## config.mk

```make
export PLATFORM = sky130hd
export DESIGN_NAME = uart_axil_master
export DESIGN_NICKNAME = d
export VERILOG_FILES = /design/src/rtl/uart_axil_master.sv
export SDC_FILE = /design/constraint.sdc
export NUM_CORES = 1
export LEC_CHECK = 0
export ABC_AREA = 0
export CORE_AREA = 2 2 103 105
export CTS_BUF_LIST = sky130_fd_sc_hd__clkbuf_4 sky130_fd_sc_hd__clkbuf_8 sky130_fd_sc_hd__clkbuf_16
export DETAILED_ROUTE_END_ITERATION = 12
export DIE_AREA = 0 0 105 107
export PLACE_DENSITY = 0.88
export SLEW_MARGIN = 20
export SYNTH_ARGS = -nofsm -noshare
export SYNTH_HDL_FRONTEND = slang
export SYNTH_SLANG_ARGS = --single-unit
export TNS_END_PERCENT = 1
```

## constraint.sdc

```tcl
create_clock -name aclk -period 2.6 [get_ports aclk]
set_input_delay 0.39 -clock aclk [delete_from_list [all_inputs] [get_ports aclk]]
set_output_delay 0.39 -clock aclk [all_outputs]
set_load 0.02 [all_outputs]
```

## src/rtl/uart_axil_master.sv

```systemverilog
// uart_axil_master
// Turns single register commands (read or write, one at a time) into
// AXI4-Lite master transactions and returns one response per command.
//
// Ports
//   aclk, areset             clock, synchronous active-high reset
//   cmd_valid/cmd_ready      command handshake
//   cmd_we                   1 = write, 0 = read
//   cmd_addr                 register byte address
//   cmd_wdata, cmd_wstrb     write data and byte strobes
//   rsp_valid/rsp_ready      response handshake
//   rsp_rdata                read data (0 for writes and aborts)
//   rsp_resp                 AXI response code (2'b10 on abort)
//   rsp_timeout              1 when the transaction was aborted by the wait counter
//   M_AXI_*                  AXI4-Lite master channels AW, W, B, AR, R
//   dbg_state                current FSM state
//
// Handshake rule on every channel (cmd, rsp and all AXI channels): a transfer
// happens at a rising edge where VALID and READY are both high; once VALID
// is raised it stays high, with its payload unchanged, until that transfer.
// The only exceptions are reset and the wait-counter abort, which withdraw
// every AXI VALID/READY this block drives.
module uart_axil_master #(
   parameter int C_M_AXI_DATA_WIDTH = 32,
   parameter int C_M_AXI_ADDR_WIDTH = 5,
   parameter int TIMEOUT_CYCLES     = 256
) (
   input  logic                            aclk,
   input  logic                            areset,
   input  logic                            cmd_valid,
   output logic                            cmd_ready,
   input  logic                            cmd_we,
   input  logic [C_M_AXI_ADDR_WIDTH-1:0]   cmd_addr,
   input  logic [31:0]                     cmd_wdata,
   input  logic [3:0]                      cmd_wstrb,
   output logic                            rsp_valid,
   input  logic                            rsp_ready,
   output logic [31:0]                     rsp_rdata,
   output logic [1:0]                      rsp_resp,
   output logic                            rsp_timeout,
   output logic [C_M_AXI_ADDR_WIDTH-1:0]   M_AXI_AWADDR,
   output logic [2:0]                      M_AXI_AWPROT,
   output logic                            M_AXI_AWVALID,
   input  logic                            M_AXI_AWREADY,
   output logic [C_M_AXI_DATA_WIDTH-1:0]   M_AXI_WDATA,
   output logic [C_M_AXI_DATA_WIDTH/8-1:0] M_AXI_WSTRB,
   output logic                            M_AXI_WVALID,
   input  logic                            M_AXI_WREADY,
   input  logic [1:0]                      M_AXI_BRESP,
   input  logic                            M_AXI_BVALID,
   output logic                            M_AXI_BREADY,
   output logic [C_M_AXI_ADDR_WIDTH-1:0]   M_AXI_ARADDR,
   output logic [2:0]                      M_AXI_ARPROT,
   output logic                            M_AXI_ARVALID,
   input  logic                            M_AXI_ARREADY,
   input  logic [C_M_AXI_DATA_WIDTH-1:0]   M_AXI_RDATA,
   input  logic [1:0]                      M_AXI_RRESP,
   input  logic                            M_AXI_RVALID,
   output logic                            M_AXI_RREADY,
   output logic [2:0]                      dbg_state
);

   typedef enum logic [2:0] {
      S_IDLE  = 3'd0,
      S_WRITE = 3'd1,
      S_WRESP = 3'd2,
      S_READ  = 3'd3,
      S_RDATA = 3'd4,
      S_RESP  = 3'd5
   } state_t;

   // The counter reads k-1 in the k-th wait cycle, so matching TIMEOUT-1
   // aborts after exactly TIMEOUT_CYCLES cycles without a completion.
   localparam logic [15:0] TO_LAST = 16'(TIMEOUT_CYCLES - 1);

   state_t                          state, state_nxt;
   logic [C_M_AXI_ADDR_WIDTH-1:0]   addr_q;
   logic [C_M_AXI_DATA_WIDTH-1:0]   wdata_q;
   logic [C_M_AXI_DATA_WIDTH/8-1:0] wstrb_q;
   logic [15:0]                     wait_cnt;
   logic                            aw_done, w_done;
   logic                            aw_hs, w_hs, b_hs, ar_hs, r_hs;
   logic                            waiting, progress, timeout_hit, abort;

   // ---------------- state register ----------------
   always_ff @(posedge aclk) begin
      if (areset) state <= S_IDLE;
      else        state <= state_nxt;
   end

   // Channel handshakes and the abort decision. A completing handshake in
   // the same cycle as the timeout takes priority over the abort.
   always_comb begin
      aw_hs       = M_AXI_AWVALID && M_AXI_AWREADY;
      w_hs        = M_AXI_WVALID  && M_AXI_WREADY;
      b_hs        = M_AXI_BVALID  && M_AXI_BREADY;
      ar_hs       = M_AXI_ARVALID && M_AXI_ARREADY;
      r_hs        = M_AXI_RVALID  && M_AXI_RREADY;
      timeout_hit = (wait_cnt == TO_LAST);
      waiting     = (state == S_WRITE) || (state == S_WRESP) ||
                    (state == S_READ)  || (state == S_RDATA);
      progress    = 1'b0;
      case (state)
         S_WRITE: progress = (aw_done || aw_hs) && (w_done || w_hs);
         S_WRESP: progress = b_hs;
         S_READ:  progress = ar_hs;
         S_RDATA: progress = r_hs;
         default: progress = 1'b0;
      endcase
      abort = waiting && !progress && timeout_hit;
   end

   // ---------------- next-state logic ----------------
   always_comb begin
      state_nxt = state;
      case (state)
         S_IDLE:  if (cmd_valid) state_nxt = cmd_we ? S_WRITE : S_READ;
         S_WRITE: if (progress) state_nxt = S_WRESP;
                  else if (abort) state_nxt = S_RESP;
         S_WRESP: if (progress || abort) state_nxt = S_RESP;
         S_READ:  if (progress) state_nxt = S_RDATA;
                  else if (abort) state_nxt = S_RESP;
         S_RDATA: if (progress || abort) state_nxt = S_RESP;
         S_RESP:  if (rsp_ready) state_nxt = S_IDLE;
         default: state_nxt = S_IDLE;
      endcase
   end

   // ---------------- outputs ----------------
   // AW and W each drop on their own handshake; the state stays WRITE until
   // both have completed. cmd_ready is held low while reset is asserted.
   always_comb begin
      cmd_ready     = (state == S_IDLE) && !areset;
      M_AXI_AWVALID = (state == S_WRITE) && !aw_done;
      M_AXI_WVALID  = (state == S_WRITE) && !w_done;
      M_AXI_BREADY  = (state == S_WRESP);
      M_AXI_ARVALID = (state == S_READ);
      M_AXI_RREADY  = (state == S_RDATA);
      rsp_valid     = (state == S_RESP);
      M_AXI_AWADDR  = addr_q;
      M_AXI_ARADDR  = addr_q;
      M_AXI_WDATA   = wdata_q;
      M_AXI_WSTRB   = wstrb_q;
      M_AXI_AWPROT  = 3'b000;
      M_AXI_ARPROT  = 3'b000;
      dbg_state     = state;
   end

   // ---------------- datapath ----------------
   always_ff @(posedge aclk) begin
      if (areset) begin
         addr_q      <= '0;
         wdata_q     <= '0;
         wstrb_q     <= '0;
         wait_cnt    <= '0;
         aw_done     <= 1'b0;
         w_done      <= 1'b0;
         rsp_rdata   <= '0;
         rsp_resp    <= 2'b00;
         rsp_timeout <= 1'b0;
      end else begin
         if (state == S_IDLE && cmd_valid) begin
            addr_q   <= cmd_addr;
            wdata_q  <= cmd_wdata;
            wstrb_q  <= cmd_wstrb;
            wait_cnt <= '0;
            aw_done  <= 1'b0;
            w_done   <= 1'b0;
         end
         if (waiting) wait_cnt <= wait_cnt + 16'd1;
         if (aw_hs)   aw_done  <= 1'b1;
         if (w_hs)    w_done   <= 1'b1;
         if (abort) begin
            rsp_rdata   <= '0;
            rsp_resp    <= 2'b10;
            rsp_timeout <= 1'b1;
         end else if (state == S_WRESP && b_hs) begin
            rsp_rdata   <= '0;
            rsp_resp    <= M_AXI_BRESP;
            rsp_timeout <= 1'b0;
         end else if (state == S_RDATA && r_hs) begin
            rsp_rdata   <= M_AXI_RDATA;
            rsp_resp    <= M_AXI_RRESP;
            rsp_timeout <= 1'b0;
         end
      end
   end

endmodule

```

==> results.json, run 1 <==
{
  "fp.dieArea_mm2": 0.0112,
  "layout_common_cells": "176 x clkdlybuf4s50_1, 101 x nand2_1, 94 x dfxtp_1",
  "synth_simple_gate_area_share_pct": 24.1,
  "clkLatencyLatePin_ps": 350,
  "initial_utilization_pct": 41.4,
  "antenna_found_initial": 0,
  "die_x_um": 105,
  "synth.area.mux_share_pct": 9.48,
  "grt_max_degree": 100,
  "max-clock-path-buffers": 2,
  "portBuffers": 177,
  "synth_top_family_by_area": "simple AND/OR/NAND/NOR gates",
  "area_growth_pct": 47.6,
  "end_kind": "output port",
  "power_uw": 3510,
  "synth_area_per_cell_um2": 8.57,
  "power.density_mw_per_mm2": 568,
  "yosys.area_share.xor_xnor_pct": 0,
  "cts_buffers": 9,
  "finalSetupViolCount": 0,
  "cts.sinks": 97,
  "required_ps": 2210,
  "critPathMaxFanout": 19,
  "fin_skew_ps": 17.9,
  "ios": 184,
  "crit_family": "simple AND/OR/NAND/NOR gates",
  "final_common_cell": "clkdlybuf4s50_1",
  "startpoint": "dbg_state[1]",
  "via_per_inst": 5.27,
  "synth_cell_types": 50,
  "status": "complete, no violations",
  "wl_per_cell_um": 14.7,
  "drcViolationCount": 0,
  "hp-start": "M_AXI_WSTRB[1]",
  "first_global_vias": 3807,
  "htreeDepth": 3,
  "place_hpwl_um": 8360,
  "netlist_instances": 488,
  "seq_area_frac_synth_pct": 46.4,
  "slew_viol_final": 0,
  "grt-ovfl-total": 0,
  "grt_setup_unrepaired": "false",
  "synthFlopType": "dfxtp_1",
  "critPathSlowestCell": "clkdlybuf4s50_1",
  "drt_iter0_drc": 254,
  "async_reset_ff_share_pct": 0,
  "final_nets": 727,
  "hold_path_class": "reg2reg",
  "reg2reg_slack_ps": 440,
  "drive_gt1_share_pct": 5.75,
  "row_count": 37,
  "synth_compound_area_share_pct": 13.3,
  "finalHoldViolCount": 0,
  "via_count": 4113,
  "cts_tree": "built",
  "rr_startpoint": "wait_cnt[0]",
  "r2r_end": "rsp_resp[0]",
  "coreArea_mm2": 0.0101,
  "endpoint": "cmd_ready",
  "ys_seq_elements": 97,
  "final.min_clock_period_ps": 2450,
  "gr-usage-all-layers_pct": 19.5,
  "place.gp.congestion": 0.827,
  "leakage_uw": 0.00208,
  "grt_pass1_wl_um": 18100,
  "max_slew_margin_pct": 34.3,
  "whs_ps": 458,
  "slowest_delay_ps": 620,
  "antenna_cells": 0,
  "synthAdderAreaFrac_pct": 0.299,
  "worst-slew-pin-transition_ps": 985,
  "fin_crit_sh_pct": 94.1,
  "crit_path_cell_trace": "or3_1 > nor2_1 > clkdlybuf4s50_1",
  "cap_violations": 0,
  "reg2regPathDepth": 6,
  "wl_um": 11400,
  "ir_drop_uv": 417,
  "cts_setup_buffers": 0,
  "root_buffer": "clkbuf_8",
  "synth-edff-count": 0,
  "arrival_ps": 2060,
  "ys_warn_count": 0,
  "start_kind": "flip-flop",
  "critPathBufInv": 1,
  "die_h_um": 107,
  "cp_num_cells": 3,
  "cts.clk_slew.worst_paths_ps": 90,
  "nFillCells": 850,
  "worstSetupPathType": "reg2out",
  "first_pass_iters": 5,
  "fmax_mhz": 409,
  "setup_tns_ps": 0,
  "ant_nets": 0,
  "synth_area_mm2": 0.00418
}
## cell usage after synthesis (all sizes together), types with 2 or more instances
library cell | n | area, um^2
nor3 | 4 | 20.0
a211oi | 4 | 30.0
inv | 3 | 11.3
and3 | 3 | 18.8
nor2b | 3 | 18.8
o21ai | 6 | 30.0
nand3b | 3 | 22.5
mux2i | 34 | 340
nand2 | 101 | 379
or3 | 5 | 31.3
a22oi | 5 | 37.5
o211ai | 2 | 15.0
nand4 | 6 | 37.5
a2111oi | 2 | 36.3
nor4 | 36 | 225
nand3 | 8 | 40.0
mux2 | 5 | 56.3
a21oi | 54 | 270
or4 | 2 | 15.0
and2 | 6 | 37.5
a31oi | 4 | 25.0
nand2b | 2 | 12.5
nor3b | 4 | 30.0
and4 | 3 | 26.3
dfxtp | 97 | 1940
buf | 28 | 165
clkbuf | 23 | 86.3
o21a | 2 | 15.0
nor2 | 17 | 63.8
## what timing repair did
item	4_1_cts	5_1_grt
endpoints found under the setup margin	0	6
gates resized for setup	0	3
hold buffers	0	0
## stage by stage
step,instance area (um^2),cells,setup WS [ps],util (%)
6_report,6170,780,153,61.2
5_1_grt,6170,780,28.4,61.2
4_1_cts,6170,780,2.89,61.1
3_5_place_dp,5990,764,314,59.4
3_3_place_gp,5990,764,376,59.4
2_1_floorplan,4200,493,464,-
## flip-flops by register name, indices dropped and copies added (netlist names)
register	flops
rsp_rdata	32
M_AXI_ARADDR	5
rsp_resp	2
dbg_state	3
rsp_timeout	1
M_AXI_WSTRB	4
M_AXI_WDATA	32
wait_cnt	16
aw_done	1
w_done	1
## worst reg2reg max path, cell delays in order (launching register included)
cell       delay (ps)
dfxtp_1           420
ha_1              250
and4_1            290
nand4_1           260
a2111oi_4         450
buf_12            230
a2111oi_0         100
## per-layer routing
metal,track usage [%],wire [um],up-vias
met1,23.1,4830,1907
li1,-,-,2014
met2,34.6,5580,176
met5,0,0,-
met4,5.33,173,0
met3,5.59,848,16
## how the worst min path moves through the flow
stage | cells after the start | slack [ps] | end
2_1_floorplan | 1 | 470 | wait_cnt[10]
5_1_grt | 2 | 470 | M_AXI_WSTRB[3]
3_5_place_dp | 2 | 450 | M_AXI_WSTRB[1]
3_3_place_gp | 2 | 440 | M_AXI_WDATA[31]
4_1_cts | 2 | 460 | M_AXI_WSTRB[1]
6_report | 2 | 460 | M_AXI_WSTRB[1]
## cell families (layout without fill, tap and decap cells)
kind of cell | after synthesis | count (layout)
simple gates | 206 | 206
compound gates | 90 | 90
fa+ha+maj | 1 | 1
other cells | 1 | 6
buf+inv | 54 | 205
flops | 97 | 97
mux | 39 | 39
## where the power goes
group	total (uW)	leakage [uW]	internal (uW)	switching, uW
sequential	1660	0.000789	1580	79.1
combinational	964	0.00121	442	522
clock	881	0.0000783	361	520
## layout make-up
| class | instances | area (um^2) | share of cell area, % |
|---|---|---|---|
| Timing Repair Buffer | 186 | 1860 | 30.1 |
| Clock inverter | 6 | 43.8 | 0.709 |
| Tap cell | 136 | 170 | 2.76 |
| Clock buffer | 10 | 131 | 2.13 |
| Sequential cell | 97 | 1950 | 31.5 |
| Multi-Input combinational cell | 342 | 2010 | 32.6 |
| Inverter | 3 | 11.3 | 0.182 |
Power figures use the tool's default switching activity.
==> run 2: changes to the inputs <==
GPL_TIMING_DRIVEN = 0   (was unset)
SLEW_MARGIN = unset   (was 20)
==> results.json, run 2 (same netlist as run 1, synthesis figures left out) <==
{
  "coreArea_mm2": 0.0101,
  "r2r_end": "rsp_rdata[9]",
  "leakage_uw": 0.00225,
  "cts_tree": "built",
  "power_uw": 3790,
  "whs_path_depth": 2,
  "cts_hold_buffers": 0,
  "critPathSlowestCell": "clkdlybuf4s50_1",
  "final_common_cell": "clkdlybuf4s50_1",
  "rr_startpoint": "wait_cnt[1]",
  "area_growth_pct": 52.5,
  "ir_drop_uv": 307,
  "multiInputGateArea_mm2": 0.00200,
  "fp.dieArea_mm2": 0.0112,
  "cts.sinks": 97,
  "regArea_mm2": 0.00194,
  "hold_path_class": "reg2reg",
  "cts_buffers": 9,
  "antenna_cells": 0,
  "via_per_inst": 5.20,
  "grt-ovfl-total": 0,
  "fin_skew_ps": 9.96,
  "row_count": 37,
  "worstHoldEndpoint": "M_AXI_WDATA[30]",
  "status": "complete, no violations",
  "first_pass_iters": 4,
  "end_kind": "output port",
  "fmax_mhz": 398,
  "pwr-share-clk_pct": 29.7,
  "worst-slew-pin-transition_ps": 629,
  "arrival_ps": 2120,
  "die_x_um": 105,
  "ant_nets": 0,
  "hp-start": "M_AXI_WDATA[30]",
  "critPathMaxFanout": 10,
  "reg2regPathDepth": 6,
  "initial_utilization_pct": 41.4,
  "max-clock-path-buffers": 2,
  "required_ps": 2210,
  "finalHoldViolCount": 0,
  "p_sw_share_pct": 30.8,
  "grt_max_degree": 18,
  "slew_viol_final": 0,
  "final_util_pct": 63.2,
  "wl_um": 12400,
  "worstSetupPathType": "reg2out",
  "die_h_um": 107,
  "cts.clk_slew.worst_paths_ps": 90,
  "wl_per_cell_um": 15.1,
  "grt_setup_unrepaired": "true",
  "fin_crit_sh_pct": 96.5,
  "drcViolationCount": 0,
  "final.min_clock_period_ps": 2510,
  "first_global_vias": 4169,
  "clkLatencyLatePin_ps": 360,
  "via_count": 4272,
  "nFillCells": 859,
  "combPwrFrac_pct": 26.7,
  "layout_common_cells": "174 x clkdlybuf4s50_1, 101 x nand2_1, 95 x dfxtp_1",
  "final_nets": 768,
  "start_kind": "flip-flop",
  "ios": 184,
  "htreeDepth": 3,
  "gr-usage-all-layers_pct": 21.5,
  "drt_iter0_drc": 311,
  "whs_ps": 460,
  "drive_gt1_share_pct": 8.18,
  "root_buffer": "clkbuf_8",
  "internal_power_uw": 2620,
  "reg2reg_slack_ps": 310,
  "seqPwrFrac_pct": 43.5,
  "place_hpwl_um": 9360,
  "finalSetupViolCount": 0,
  "max_slew_margin_pct": 57.9,
  "slowest_delay_ps": 610,
  "place.gp.congestion": 0.858,
  "switching_power_uw": 1170,
  "grt_pass1_wl_um": 19700,
  "portBuffers": 176,
  "antenna_found_initial": 0,
  "crit_path_cell_trace": "buf_2 > clkbuf_1 > and2_1 > clkdlybuf4s50_1",
  "power.density_mw_per_mm2": 594,
  "cap_violations": 0
}
## run 2: cell count changes in the layout (fill, tap and decap cells not counted), moves of 2 or more
cell,previous run,this run
buf_2,1,15
clkbuf_2,0,3
clkinvlp_4,4,0
clkdlybuf4s50_1,176,174
buf_12,2,0
buf_4,7,11
clkbuf_1,0,20
buf_1,0,2
clkinv_4,0,2
dlygate4sd2_1,0,2
bufinv_16,0,2
## run 2: power groups by stage
stage,sequential (uW),clock (uW),combinational [uW]
CTS,1650,1150,1010
detailed placement,1680,0,1010
floorplan,1770,0,448
global route,1660,1210,1100
global placement,1670,0,982
finish,1650,1130,1010
## run 2: per-stage QoR
| step | setup WS [ps] | std cells | setup TNS (ps) | instance area, um^2 |
|---|---|---|---|---|
| floorplan | 464 | 493 | 0 | 4200 |
| global placement | -155 | 805 | -155 | 6130 |
| detailed placement | -223 | 805 | -223 | 6130 |
| CTS | 7.86 | 821 | 0 | 6370 |
| global route | -20.0 | 821 | -20.0 | 6380 |
| finish | 90.4 | 821 | 0 | 6380 |
## run 2: how the worst max path moves through the flow
stage	start	end	cells after the start
after global placement	areset	cmd_ready	5
after detailed placement	areset	cmd_ready	5
final	dbg_state[0]	rsp_valid	4
after floorplan	dbg_state[2]	rsp_rdata[11]	6
after global routing	dbg_state[0]	rsp_valid	4
after CTS	dbg_state[2]	rsp_valid	4
## run 2: repair_timing
item                       4_1_cts  5_1_grt
setup endpoints to repair        5        3
gates cloned                     0        0
resized for setup                5        4
setup buffers                    0        0
pin swaps                        0        0
## run 2: cell type report
class,instances,area share [%]
buffer,51,4.00
clock buffer,10,2.16
clock inverter,6,1.53
inverter,3,0.177
multi-input combinational,342,31.4
sequential,97,30.5
tap,136,2.67
timing repair buffer,176,27.6
## run 2: worst max-delay path, delay by kind of cell (launching register included)
kind | cells | cell delay, ps
buffers and inverters | 3 | 1170
DFF | 1 | 380
and+or+nand+nor | 1 | 220
## run 2: routing by layer
| layer | GRT usage (%) | up-vias | routed length [um] | part of all wire [%] |
|---|---|---|---|---|
| li1 | - | 2097 | - | - |
| met1 | 25.7 | 1995 | 5280 | 43 |
| met2 | 38.1 | 168 | 6170 | 50 |
| met3 | 5.35 | 12 | 818 | 6.6 |
| met4 | 6.57 | 0 | 113 | 0.91 |
| met5 | 0 | - | 0 | 0 |
==> run 3: changes to the inputs <==
CELL_PAD_IN_SITES_DETAIL_PLACEMENT = 0   (was unset)
CELL_PAD_IN_SITES_GLOBAL_PLACEMENT = 1   (was unset)
CORE_AREA = 2 2 122 124   (was 2 2 103 105)
DIE_AREA = 0 0 124 126   (was 0 0 105 107)
==> results.json, run 3 (same netlist as run 1, synthesis figures left out) <==
{
  "cts_buffers": 9,
  "final_common_cell": "clkdlybuf4s50_1",
  "wl_per_cell_um": 14.4,
  "antenna_cells": 0,
  "max_slew_margin_pct": 54.0,
  "status": "complete, no violations",
  "coreArea_mm2": 0.0143,
  "cts_tree": "built",
  "drcViolationCount": 0,
  "wl_um": 12500,
  "layout_common_cells": "174 x clkdlybuf4s50_1, 101 x nand2_1, 95 x dfxtp_1",
  "first_global_vias": 4070,
  "drt_iter0_drc": 129,
  "drive_gt1_share_pct": 7.89,
  "grt_setup_unrepaired": "false",
  "cts.sinks": 97,
  "fmax_mhz": 401,
  "ant_nets": 0,
  "area_growth_pct": 56.5,
  "critPathMaxFanout": 10,
  "htreeDepth": 3,
  "finalSetupViolCount": 0,
  "via_per_inst": 4.84,
  "root_buffer": "clkbuf_16",
  "place.gp.congestion": 0.808,
  "fp.dieArea_mm2": 0.0156,
  "end_kind": "output port",
  "grt_max_degree": 16,
  "power.density_mw_per_mm2": 637,
  "first_pass_iters": 4,
  "worst-slew-pin-transition_ps": 689,
  "hold_path_class": "reg2reg",
  "portBuffers": 176,
  "fin_crit_sh_pct": 96.0,
  "clkLatencyLatePin_ps": 340,
  "final_util_pct": 45.7,
  "fin_skew_ps": 4.63,
  "cts.clk_slew.worst_paths_ps": 60,
  "cap_violations": 0,
  "grt_pass1_wl_um": 19000,
  "gr-usage-all-layers_pct": 15.5,
  "whs_ps": 455,
  "setup_tns_ps": 0,
  "reg2reg_slack_ps": 280,
  "required_ps": 2210,
  "row_count": 44,
  "worstSetupPathType": "reg2out",
  "ios": 184,
  "layoutNonFillerInstCount": 868,
  "arrival_ps": 2110,
  "grt-ovfl-total": 0,
  "place_hpwl_um": 9240,
  "place_ws_ps": -308,
  "slew_viol_final": 0,
  "nFillCells": 1374,
  "via_count": 4197,
  "initial_utilization_pct": 29.2,
  "final.min_clock_period_ps": 2500,
  "finalHoldViolCount": 0,
  "die_x_um": 124,
  "cts_setup_buffers": 0,
  "ir_drop_uv": 386,
  "placedCellCount": 853,
  "die_h_um": 126,
  "start_kind": "flip-flop",
  "max-clock-path-buffers": 2,
  "final_nets": 768,
  "fin_ws_ps": 104,
  "antenna_found_initial": 0,
  "leakage_uw": 0.00230
}
==> run 3: area by class of cell <==
class                      instances  area (um^2)  share of cell area, %
buffer                            51          255                   3.90
clock buffer                      10          239                   3.65
clock inverter                     5          104                   1.59
inverter                           3         11.3                  0.172
multi-input combinational        342         2000                   30.6
sequential                        97         1940                   29.7
tap                              184          230                   3.52
timing repair buffer             176         1760                   26.9
==> run 3: worst max-delay path, cell delays in order, from the launching register on <==
cell	delay (ps)
dfxtp_1	360
buf_2	220
clkbuf_1	340
and2_1	230
clkdlybuf4s50_1	610
==> run 3: where the power goes <==
part | switching [uW] | total, uW | internal [uW]
combinational | 554 | 1010 | 457
clock | 552 | 1510 | 961
sequential | 64.6 | 1650 | 1580
==> run 3: worst paths after layout <==
check | start | end | cells past startpoint
max | dbg_state[0] | rsp_valid | 4
min | M_AXI_WSTRB[3] | M_AXI_WSTRB[3] | 2
max reg2reg | wait_cnt[0] | rsp_rdata[11] | 6
min reg2reg | M_AXI_WSTRB[3] | M_AXI_WSTRB[3] | 2
==> run 3: per-layer routing <==
| metal | vias to the layer above | wire length, um | track usage, % |
|---|---|---|---|
| li1 | 2101 | - | - |
| met3 | 18 | 1010 | 3.89 |
| met1 | 1914 | 5290 | 17.7 |
| met2 | 164 | 5930 | 26.8 |
| met4 | 0 | 272 | 7.14 |
| met5 | - | 0 | 0 |
==> run 3: timing repair <==
action,4_1_cts,5_1_grt
hold buffers,0,0
setup endpoints to repair,5,2
gates resized for setup,6,2
pin swaps,0,0
==> run 3: stage by stage <==
| stage | area (um^2) | power, uW |
|---|---|---|
| 2_1_floorplan | 4200 | 2220 |
| 3_3_place_gp | 6190 | 2680 |
| 3_5_place_dp | 6190 | 2690 |
| 4_1_cts | 6540 | 4230 |
| 5_1_grt | 6550 | 4370 |
| 6_report | 6550 | 4170 |
